$ cat src/rtl/handshake_buffer_fifo.sv
// Elastic FIFO buffer between dataflow units. ins_ready is derived only from
// registered occupancy, so the ready chain from the consumer is broken here.
module handshake_buffer_fifo #(
   parameter int DATA_WIDTH = 32,
   parameter int DEPTH      = 4,
   parameter int CNT_WIDTH  = $clog2(DEPTH) + 1
) (
   input  logic                  clk,
   input  logic                  rst,
   input  logic [DATA_WIDTH-1:0] ins,
   input  logic                  ins_valid,
   output logic                  ins_ready,
   output logic [DATA_WIDTH-1:0] outs,
   output logic                  outs_valid,
   input  logic                  outs_ready,
   output logic [CNT_WIDTH-1:0]  count
);

   localparam int PTR_W = $clog2(DEPTH);

   logic [DATA_WIDTH-1:0] mem_q [DEPTH];
   logic [PTR_W-1:0]      wr_ptr_q, wr_ptr_d;
   logic [PTR_W-1:0]      rd_ptr_q, rd_ptr_d;
   logic [CNT_WIDTH-1:0]  count_q, count_d;
   logic                  full, push, pop;

   assign full       = (count_q == CNT_WIDTH'(DEPTH));
   // rst gates ready so nothing is accepted while reset is held low
   assign ins_ready  = ~full & rst;
   assign outs_valid = (count_q != '0);
   assign outs       = mem_q[rd_ptr_q];
   assign count      = count_q;

   assign push = ins_valid & ins_ready;
   assign pop  = outs_valid & outs_ready;

   always_comb begin
      wr_ptr_d = wr_ptr_q;
      rd_ptr_d = rd_ptr_q;
      count_d  = count_q;
      if (push) wr_ptr_d = wr_ptr_q + PTR_W'(1);
      if (pop)  rd_ptr_d = rd_ptr_q + PTR_W'(1);
      case ({push, pop})
         2'b10:   count_d = count_q + CNT_WIDTH'(1);
         2'b01:   count_d = count_q - CNT_WIDTH'(1);
         default: count_d = count_q;
      endcase
   end

   always_ff @(posedge clk or negedge rst) begin
      if (!rst) begin
         wr_ptr_q <= '0;
         rd_ptr_q <= '0;
         count_q  <= '0;
      end else begin
         wr_ptr_q <= wr_ptr_d;
         rd_ptr_q <= rd_ptr_d;
         count_q  <= count_d;
      end
   end

   // Storage is deliberately left unreset; occupancy alone qualifies it
   always_ff @(posedge clk) begin
      if (push) mem_q[wr_ptr_q] <= ins;
   end

endmodule

$ cat config.mk
export PLATFORM = sky130hd
export DESIGN_NAME = handshake_buffer_fifo
export DESIGN_NICKNAME = d
export VERILOG_FILES = /design/src/rtl/handshake_buffer_fifo.sv
export SDC_FILE = /design/constraint.sdc
export NUM_CORES = 1
export LEC_CHECK = 0
export ABC_AREA = 1
export CAP_MARGIN = 20
export CORE_MARGIN = 2
export CORE_UTILIZATION = 56
export CTS_BUF_LIST = sky130_fd_sc_hd__clkbuf_2
export DETAILED_ROUTE_END_ITERATION = 12
export GPL_TIMING_DRIVEN = 0
export PLACE_DENSITY = 0.8
export SLEW_MARGIN = 10
export SYNTH_ARGS = -nofsm -noshare
export SYNTH_HDL_FRONTEND = slang
export SYNTH_SLANG_ARGS = --single-unit
$ cat constraint.sdc
create_clock -name clk -period 3.12 [get_ports clk]
set_clock_uncertainty 0.2 [all_clocks]
set_input_delay 0.312 -clock clk [delete_from_list [all_inputs] [get_ports clk]]
set_output_delay 0.312 -clock clk [all_outputs]
set_load 0.02 [all_outputs]
# [Word-level counts from Yosys, hierarchy flattened]
# Memory sizes are Yosys's and may differ from the RTL's.
# Cells that the tools add are included.
[word_totals] n_memories=1 reg_bits=7 input_bits=36 output_inout_bits=37 ramBits=128 word_cells=20
[mem_list] name="mem_q" depth=4 width=32 read_ports=1 rd_ports_with_merged_regs=0 wr=1 line_no="21" text="logic [DATA_WIDTH-1:0] mem_q [DEPTH];"
[op_classes] n_mux=3 reduce_logical=2 addsub=4 bitwise_logic=4 n_eq_ne=3
[ops] operator="$pmux 3 s2" count=1
[ops] operator="$add 2x1->2 const B" count=2
[ops] operator="$add 3x1->3 const B" count=1
[ops] operator="$and 1x1->1" count=3
[ops] operator="$eq 3x3->1 const B" count=1
[ops] operator="$reduce_bool 3->1" count=1
[ops] operator="$sub 3x1->3 const B" count=1
[ops] operator="$eq 2x1->1 const B" count=1
[ops] operator="$eq 2x2->1 const B" count=1
[ops] operator="$mux 1" count=2
[ops] operator="$reduce_bool 2->1" count=1
[ops] operator="$not 1->1" count=1

# [Longest topological paths before layout]
# Gate-level depths: netlist of run 1.
[logic_depth] depth_word=6 mapped_depth=12 mapped_depth_nobuf=12

# [Worst setup path before layout of run 1]
# No wires, ideal clock.
[synth_path] path_type="flip-flop to flip-flop" from="reg count_q[0] (netlist: count[0])" to="mem mem_q[0][0], enable pin" t_arrival_ps=2203 stages_incl_launch_ff=5 required_time_ps=2499 path_slack_ps=296 setup_ps=421 cell_sequence="dfrtp_1 > nor2_1 > nand2_1 > nand3_2 > nor2_1"
[synth_via] elab_chain_cells=6
[synth_lines] element="from (decl)" line_no="24" text="logic [CNT_WIDTH-1:0] count_q, count_d;"
[synth_lines] element="from (signal assigned)" line_no="58" text="count_q <= count_d;"
[synth_lines] element="$eq 3x3->1" line_no="27" text="assign full = (count_q == CNT_WIDTH'(DEPTH));"
[synth_lines] element="$not 1->1" line_no="29" text="assign ins_ready = ~full & rst;"
[synth_lines] element="$and 1x1->1" line_no="29"
[synth_lines] element="$and 1x1->1" line_no="34" text="assign push = ins_valid & ins_ready;"
[synth_lines] element="$mux 1" line_no="64" text="if (push) mem_q[wr_ptr_q] <= ins;"
[synth_lines] element="$mux 1 (implied by the code)" line_no="64"
[synth_lines] element="to (decl)" line_no="21"
# No other way between the ends.

# [Worst setup path after layout of run 1]
[layout_path] from="reg rd_ptr_q[1]" to="out outs[29]"
[layout_via] elab_chain_cells=1
[layout_lines] element="from (decl)" line_no="23" text="logic [PTR_W-1:0] rd_ptr_q, rd_ptr_d;"
[layout_lines] element="from (signal assigned)" line_no="57" text="rd_ptr_q <= rd_ptr_d;"
[layout_lines] element="$mem_v2 4x32"
[layout_lines] element="to (decl)" line_no="13" text="output logic [DATA_WIDTH-1:0] outs,"
# No other way between the ends.

==> results.json, run 1 <==
{
  "status": "complete, no violations",
  "drc": 0,
  "holdWs_ps": 87.5,
  "coreArea_mm2": 0.00924,
  "clk-insertion-delay-late_ps": 610,
  "avgSynthCellArea_um2": 13.2,
  "synth_area_mm2": 0.00533,
  "min_path_type": "in2reg",
  "ys_ff_latch": 135,
  "finalWeightedCongestion": 0.755,
  "ys_types": 19,
  "drt-vias-per-instance": 5.30,
  "dpl-instance-area_mm2": 0.00635,
  "grt_max_degree": 20,
  "slew_headroom_pct": 60.3,
  "crit_fanout": 10,
  "arrival_ps": 2480,
  "rsz0062_at_grt": "no",
  "nets": 543,
  "synth_nets": 445,
  "synth_seq_area_share_pct": 75.4,
  "antenna_found_initial": 0,
  "drive_gt1_share_pct": 12.3,
  "grt_pass1_wl_um": 16900,
  "ios": 73,
  "vias": 3409,
  "fillCellCount": 633,
  "finalHoldViolations": 0,
  "htreeDepth": 4,
  "fin_crit_ps": 2990,
  "slew_viol_final": 0,
  "area_growth_pct": 24.5,
  "dr.pass1.iters": 5,
  "cts.sinks": 135,
  "criticalPathCategory": "reg2out",
  "cts_tree": "yes",
  "grt.total_usage_pct": 22.3,
  "design_area_mm2": 0.00664,
  "detail_route.wl_per_cell_um": 16.8,
  "cts_max_path_buffers": 2,
  "first_global_vias": 3453,
  "ys_warn_count": 0,
  "port_buffers": 72,
  "antenna_left": 0,
  "first_iter_violations": 193,
  "finalSetupTns_ps": 0,
  "die_y_um": 102,
  "syn_inst": 403,
  "numCtsBuffers": 17,
  "post_layout_nonfiller_instances": 643,
  "numPlacedInstances": 608,
  "worstHoldPathCells": 1,
  "hpwlAfterDp_um": 6950,
  "seqCellArea_mm2": 0.00402,
  "floorplan.die.width_um": 102,
  "p_leak_nw": 2.36,
  "dieArea_mm2": 0.0103,
  "multiInputGateArea_mm2": 0.00111,
  "setup_violations": 0,
  "start_util_pct": 57.7,
  "reg2regPathDepth": 10,
  "period_share_pct": 95.8,
  "power.density_mw_per_mm2": 908,
  "required_ps": 2610,
  "overflow": 0,
  "end_kind": "primary output",
  "antenna_cells": 0,
  "fin_util_pct": 71.9,
  "ir_worst_vdd_v": 0.000625,
  "start_kind": "flip-flop",
  "rows": 35,
  "cts.clk_slew.worst_paths_ps": 200,
  "cap_viol_max_count": 0,
  "tightest_slew_ps": 594,
  "max_freq_ghz": 0.335,
  "wl_um": 10800,
  "cts_root_buffer": "clkbuf_2"
}
[critical path, stage by stage, from the launching register on]
cell and delay (ps):
dfrtp_1 440, inv_2 80, buf_6 140, buf_2 260
o21ai_0 140, o21ai_1 170, clkdlybuf4s50_1 630
[final cells by class]
cell class | instances | area share, %
clock inverters | 13 | 2.22
plain buffers | 21 | 2.73
flip-flops and latches | 135 | 60.5
well taps | 129 | 2.43
repair buffers | 79 | 13.1
multi-input cells | 232 | 16.7
clock buffers | 19 | 1.43
inverters | 15 | 0.848
[metrics by stage]
stage	worst slack [ps]	power (mW)
after floorplan	296	3.91
after global routing	1.06	6.39
after global placement	-1260	4.94
after detailed placement	329	5.08
after CTS	11.3	6.09
final	132	6.03
[report_power, final]
part | leakage [nW] | internal, mW | switching (mW) | total, mW
registers | 1.25 | 2.21 | 0.0873 | 2.29
logic | 0.978 | 1.14 | 1.59 | 2.73
clock network | 0.139 | 0.382 | 0.626 | 1.01
total | 2.36 | 3.73 | 2.30 | 6.03
[sequential cells by signal, summed over array words and instances (netlist names)]
signal	count
count	3
wr_ptr_q	2
rd_ptr_q	2
mem_q	128
[metal layers]
| layer | GRT usage (%) | vias to the layer above | part of all wire, % |
|---|---|---|---|
| met1 | 26.4 | 1633 | 39 |
| met4 | 7.07 | 0 | 0.71 |
| met5 | 0 | - | 0 |
| met3 | 6.35 | 8 | 7.5 |
| met2 | 39.6 | 137 | 53 |
| li1 | - | 1631 | - |
[timing repair]
| action | CTS | global route |
|---|---|---|
| setup endpoints to repair | 1 | 14 |
| pin swaps | 0 | 0 |
| hold buffers | 1 | 2 |
| endpoints found under the hold margin | 7 | 7 |
| cloned | 0 | 0 |
| setup buffers | 0 | 0 |
| gates resized for setup | 1 | 8 |
[synthesized netlist by cell type, drive strengths merged]
cell | n | area (um^2)
ha | 5 | 62.6
edfxtp | 128 | 3840
a21boi | 1 | 7.51
nor2 | 101 | 379
o21ai | 97 | 485
nand2 | 19 | 71.3
inv | 15 | 56.3
xnor2 | 1 | 8.76
clkbuf | 3 | 11.3
nand4 | 3 | 18.8
dfrtp | 7 | 175
buf | 18 | 166
fa | 1 | 20.0
nand3 | 4 | 25.0
[layout by cell type (no fill, tap or decap), types with 5 or more instances in the layout]
cell type / n
o21ai_1: 89
inv_1: 13
o21ai_0: 8
ha_1: 5
buf_6: 11
clkdlybuf4s50_1: 68
nand2_1: 19
edfxtp_1: 128
nor2_1: 97
clkbuf_2: 22
dfrtp_1: 7
[final timing paths]
path / start / end / slack [ps]
setup / recovery: rd_ptr_q[1] / outs[29] / 130
hold / removal: ins[20] / mem_q[1][20] / 90
setup reg to reg: count[0] / count[2] / 880
hold reg to reg: count[0] / count[0] / 350
max in group asynchronous: rst / count[2] / 2070
min in group asynchronous: rst / count[1] / 340
[logic make-up (layout without fill, tap and decap cells)]
| kind of cell | after synthesis | after routing | share of synthesized area [%] |
|---|---|---|---|
| simple gates | 127 | 127 | 9.27 |
| buf+inv | 36 | 147 | 4.39 |
| xor+xnor | 1 | 1 | 0.164 |
| fa+ha+maj | 6 | 6 | 1.55 |
| compound gates | 98 | 98 | 9.25 |
| flops | 135 | 135 | 75.4 |
Power figures use the tool's default switching activity.
==> inputs of run 2 (changes only) <==
Settings changed: CORE_MARGIN 2 to unset, PLACE_DENSITY 0.8 to 0.78, SETUP_SLACK_MARGIN set to 0.05.
==> results.json, run 2 (same netlist as run 1, synthesis figures left out) <==
{
  "fin_crit_ps": 2910,
  "dieArea_mm2": 0.00991,
  "grt_pass1_wl_um": 17400,
  "p_leak_nw": 2.54,
  "end_kind": "primary output",
  "min_path_type": "in2reg",
  "status": "complete, no violations",
  "period_share_pct": 93.3,
  "largest_register_ffs": 128,
  "power.density_mw_per_mm2": 904,
  "rsz0062_at_grt": "yes",
  "detail_route.wl_per_cell_um": 17.0,
  "drt-vias-per-instance": 5.33,
  "finalHoldViolations": 0,
  "finalSetupTns_ps": 0,
  "antenna_left": 0,
  "criticalPathCategory": "reg2out",
  "tightest_slew_ps": 599,
  "regMostFlops": "mem_q",
  "start_util_pct": 57.7,
  "cts_root_buffer": "clkbuf_2",
  "power.total_mw": 6.08,
  "max_freq_ghz": 0.344,
  "clk-insertion-delay-late_ps": 650,
  "start_kind": "flip-flop",
  "max_stage_delay_ps": 630,
  "crit_path_cell_trace": "inv_2, buf_6, buf_6, o21ai_1, o21ai_1, clkdlybuf4s50_1",
  "dr.pass1.iters": 7,
  "cts_tree": "yes",
  "most-common-layout-cells": "128 x edfxtp_1, 97 x nor2_1, 89 x o21ai_1, 51 x clkdlybuf4s50_1, 21 x clkbuf_2",
  "cts.clk_slew.worst_paths_ps": 200,
  "postCtsSetupBuffers": 0,
  "setup_violations": 0,
  "overflow": 0,
  "worstHoldPathCells": 3,
  "rows": 35,
  "finalWeightedCongestion": 0.728,
  "first_iter_violations": 141,
  "fin_util_pct": 72.8,
  "vias": 3442,
  "cp_slowest_cell": "clkdlybuf4s50_1",
  "floorplan.die.width_um": 99.6,
  "cp_num_cells": 6,
  "numCtsBuffers": 17,
  "area_growth_pct": 26.2,
  "port_buffers": 72,
  "arrival_ps": 2400,
  "antenna_cells": 0,
  "mostFrequentLayoutCell": "edfxtp_1",
  "ios": 73,
  "nets": 546,
  "crit_fanout": 10,
  "cts_max_path_buffers": 2,
  "grt.total_usage_pct": 24.0,
  "slew_viol_final": 0,
  "hpwlAfterDp_um": 6800,
  "antenna_found_initial": 0,
  "crit_family": "buffers and inverters",
  "wl_um": 11000,
  "first_global_vias": 3433,
  "required_ps": 2610,
  "cap_viol_max_count": 0,
  "die_y_um": 99.6,
  "reg2regPathDepth": 10,
  "drive_gt1_share_pct": 12.4,
  "drc": 0,
  "crit_buf_inv": 4,
  "grt_max_degree": 26,
  "slew_headroom_pct": 60.0,
  "holdWs_ps": 58.5,
  "htreeDepth": 4,
  "coreArea_mm2": 0.00924,
  "cts.sinks": 135,
  "ir_worst_vdd_v": 0.000611
}
==> run 2: cell types whose count changed in the layout (fill, tap and decap cells not counted), moves of 2 or more <==
cell / before / now
clkdlybuf4s50_1: 68 / 51
clkinv_2: 0 / 3
clkinvlp_4: 3 / 1
dlygate4sd3_1: 3 / 7
dlymetal6s2s_1: 4 / 20
==> run 2: through the flow <==
step                      cells  area [um^2]  worst slack, ps
after floorplan             403         5330              296
after global placement      604         6210            -1280
after detailed placement    608         6350              290
after CTS                   641         6620             41.0
after global routing        646         6730             51.0
final                       646         6730              210
==> run 2: timing repair <==
item	CTS	global route
hold endpoints to repair	7	23
gates resized for setup	3	21
hold buffers	1	6
setup endpoints to repair	13	22
==> run 2: where the power goes <==
part | total [mW] | internal, mW | leakage [nW] | switching, mW
sequential | 2.29 | 2.21 | 1.25 | 0.0875
combinational | 2.68 | 1.11 | 1.14 | 1.57
clock | 1.11 | 0.457 | 0.159 | 0.648
==> run 2: worst min-delay path: cells and delay by family <==
family,cells,cell delay (ps)
buffers and inverters,1,450
and+or+nand+nor,2,150
==> run 2: path summary, 6_finish.rpt <==
path	slack (ps)	start	end
worst max-delay path	210	rd_ptr_q[0]	outs[8]
worst min-delay path	60	outs_ready	rd_ptr_q[1]
worst max register to register	840	count[0]	count[2]
worst min register to register	350	count[0]	count[0]
max in group asynchronous	2000	rst	count[1]
min in group asynchronous	440	rst	count[0]
==> run 2: layout make-up <==
| class | count | area [um^2] |
|---|---|---|
| plain buffers | 21 | 184 |
| clock buffers | 18 | 90.1 |
| clock inverters | 14 | 174 |
| fillers | 604 | 2510 |
| inverters | 15 | 56.3 |
| multi-input cells | 232 | 1110 |
| flip-flops and latches | 135 | 4020 |
| well taps | 129 | 161 |
| repair buffers | 82 | 933 |
==> run 2: per-layer routing <==
metal	global-route usage, %	vias to the layer above	wire, um
met5	0	-	0
met4	9.73	0	110
met3	6.32	10	778
met2	40.1	123	5610
met1	30.0	1659	4500
li1	-	1650	-
==> inputs of run 3 (changes only) <==
Settings changed: CORE_ASPECT_RATIO set to 1.5, SKIP_CTS_REPAIR_TIMING set to 1.
==> results.json, run 3 (same netlist as run 1, synthesis figures left out) <==
{
  "status": "complete, no violations",
  "cts.sinks": 135,
  "combPwrFrac_pct": 44.5,
  "cts_max_path_buffers": 2,
  "die_y_um": 122,
  "first_global_vias": 3271,
  "antenna_found_initial": 1,
  "grtUsageMet2_pct": 39.1,
  "coreArea_mm2": 0.00925,
  "max_stage_delay_ps": 620,
  "crit_fanout": 10,
  "max_freq_ghz": 0.336,
  "mostFrequentLayoutCell": "edfxtp_1",
  "start_util_pct": 57.6,
  "slew_viol_final": 0,
  "clk-insertion-delay-late_ps": 670,
  "tightest_slew_ps": 607,
  "grt_max_degree": 25,
  "cts_root_buffer": "clkbuf_2",
  "grt_pass1_wl_um": 15700,
  "ir_worst_vdd_v": 0.000687,
  "area_growth_pct": 24.1,
  "port_buffers": 72,
  "design_area_mm2": 0.00661,
  "cts.clk_slew.worst_paths_ps": 180,
  "setup_violations": 0,
  "slew_headroom_pct": 59.5,
  "crit_path_cell_trace": "inv_2, buf_6, buf_2, o21ai_0, o21ai_1, clkdlybuf4s50_1",
  "grtUsageMet3_pct": 6.39,
  "drt-vias-per-instance": 5.45,
  "rsz0062_at_grt": "yes",
  "nets": 541,
  "criticalPathCategory": "reg2out",
  "reg2regPathDepth": 10,
  "required_ps": 2610,
  "first_iter_violations": 176,
  "floorplan.die.width_um": 81.7,
  "arrival_ps": 2460,
  "p_switching_mw": 2.22,
  "worstHoldPathCells": 1,
  "regMostFlops": "mem_q",
  "drc": 0,
  "start_kind": "flip-flop",
  "ios": 73,
  "power.density_mw_per_mm2": 918,
  "pwr-share-clk_pct": 17.8,
  "finalSetupTns_ps": 0,
  "most-common-layout-cells": "128 x edfxtp_1, 97 x nor2_1, 89 x o21ai_1, 60 x clkdlybuf4s50_1, 23 x clkbuf_2",
  "dieArea_mm2": 0.00992,
  "swShare_pct": 36.6,
  "cellInternalPower_mw": 3.85,
  "end_kind": "primary output",
  "antenna_left": 0,
  "detail_route.wl_per_cell_um": 16.6,
  "finalHoldViolations": 0,
  "grt.total_usage_pct": 22.8,
  "p_leak_nw": 2.44,
  "drive_gt1_share_pct": 11.7,
  "period_share_pct": 95.3,
  "vias": 3408,
  "largest_register_ffs": 128,
  "numCtsBuffers": 17,
  "cp_slowest_cell": "clkdlybuf4s50_1",
  "cap_viol_max_count": 0,
  "wl_um": 10400,
  "met1_usage_pct": 25.5,
  "min_path_type": "in2reg",
  "rows": 43,
  "dr.pass1.iters": 7,
  "dpl-instance-area_mm2": 0.00631,
  "cts_tree": "yes",
  "seqPwrFrac_pct": 37.7,
  "htreeDepth": 4,
  "hpwlAfterDp_um": 6510,
  "fin_crit_ps": 2970,
  "finalWeightedCongestion": 0.755,
  "overflow": 0,
  "busiest_layer": "met2"
}
==> run 3: changes by cell type in the layout (fill, tap and decap cells not counted), sizes merged, moves of 2 or more <==
cell	change
clkdlybuf4s50	+9
dlygate4sd3	-6
dlymetal6s2s	-8
inv	-2
==> run 3: power groups by stage <==
stage / logic [mW] / registers [mW] / clock network (mW)
3_3_place_gp: 2.61 / 2.34 / 0
5_1_grt: 2.90 / 2.31 / 1.16
6_report: 2.70 / 2.29 / 1.08
2_1_floorplan: 1.56 / 2.35 / 0
3_5_place_dp: 2.72 / 2.33 / 0
4_1_cts: 2.73 / 2.29 / 1.10
==> run 3: layout make-up <==
class,instances,area [um^2]
Inverter,15,56.3
Buffer,21,181
Timing Repair Buffer,77,848
Sequential cell,135,4020
Tap cell,112,140
Clock inverter,12,158
Fill cell,622,2640
Clock buffer,20,100
Antenna cell,1,2.50
Multi-Input combinational cell,232,1110
==> run 3: through the flow <==
stage               instances  setup WS, ps  power (mW)  hold slack (ps)  utilization (%)
floorplan                 403           296        3.91             -184                -
global placement          587         -1260        4.95              299             66.9
detailed placement        591           297        5.05              323             68.2
CTS                       623         -25.5        6.12             -314             71.0
global route              625          55.1        6.37             18.5             71.5
finish                    625           148        6.07             49.3             71.5
==> run 3: final timing paths <==
path / from / endpoint / slack, ps
max: rd_ptr_q[1] / outs[28] / 150
min: ins[29] / mem_q[0][29] / 50
max reg2reg: count[0] / count[2] / 850
min reg2reg: count[0] / count[0] / 350
max in group asynchronous: rst / rd_ptr_q[1] / 2110
min in group asynchronous: rst / count[2] / 350
==> run 3: worst max-delay path: cells and delay by family (launching register included) <==
family	cells	cell delay [ps]
AO/OA/AOI/OAI	2	280
buffers and inverters	4	1070
flip-flops	1	440
==> run 3: metal layers <==
layer / vias up / wire (um) / part of all wire [%]
met4: 0 / 170 / 1.6
met3: 19 / 660 / 6.4
met5: - / 0 / 0
met2: 129 / 5680 / 55
li1: 1626 / - / -
met1: 1634 / 3870 / 37
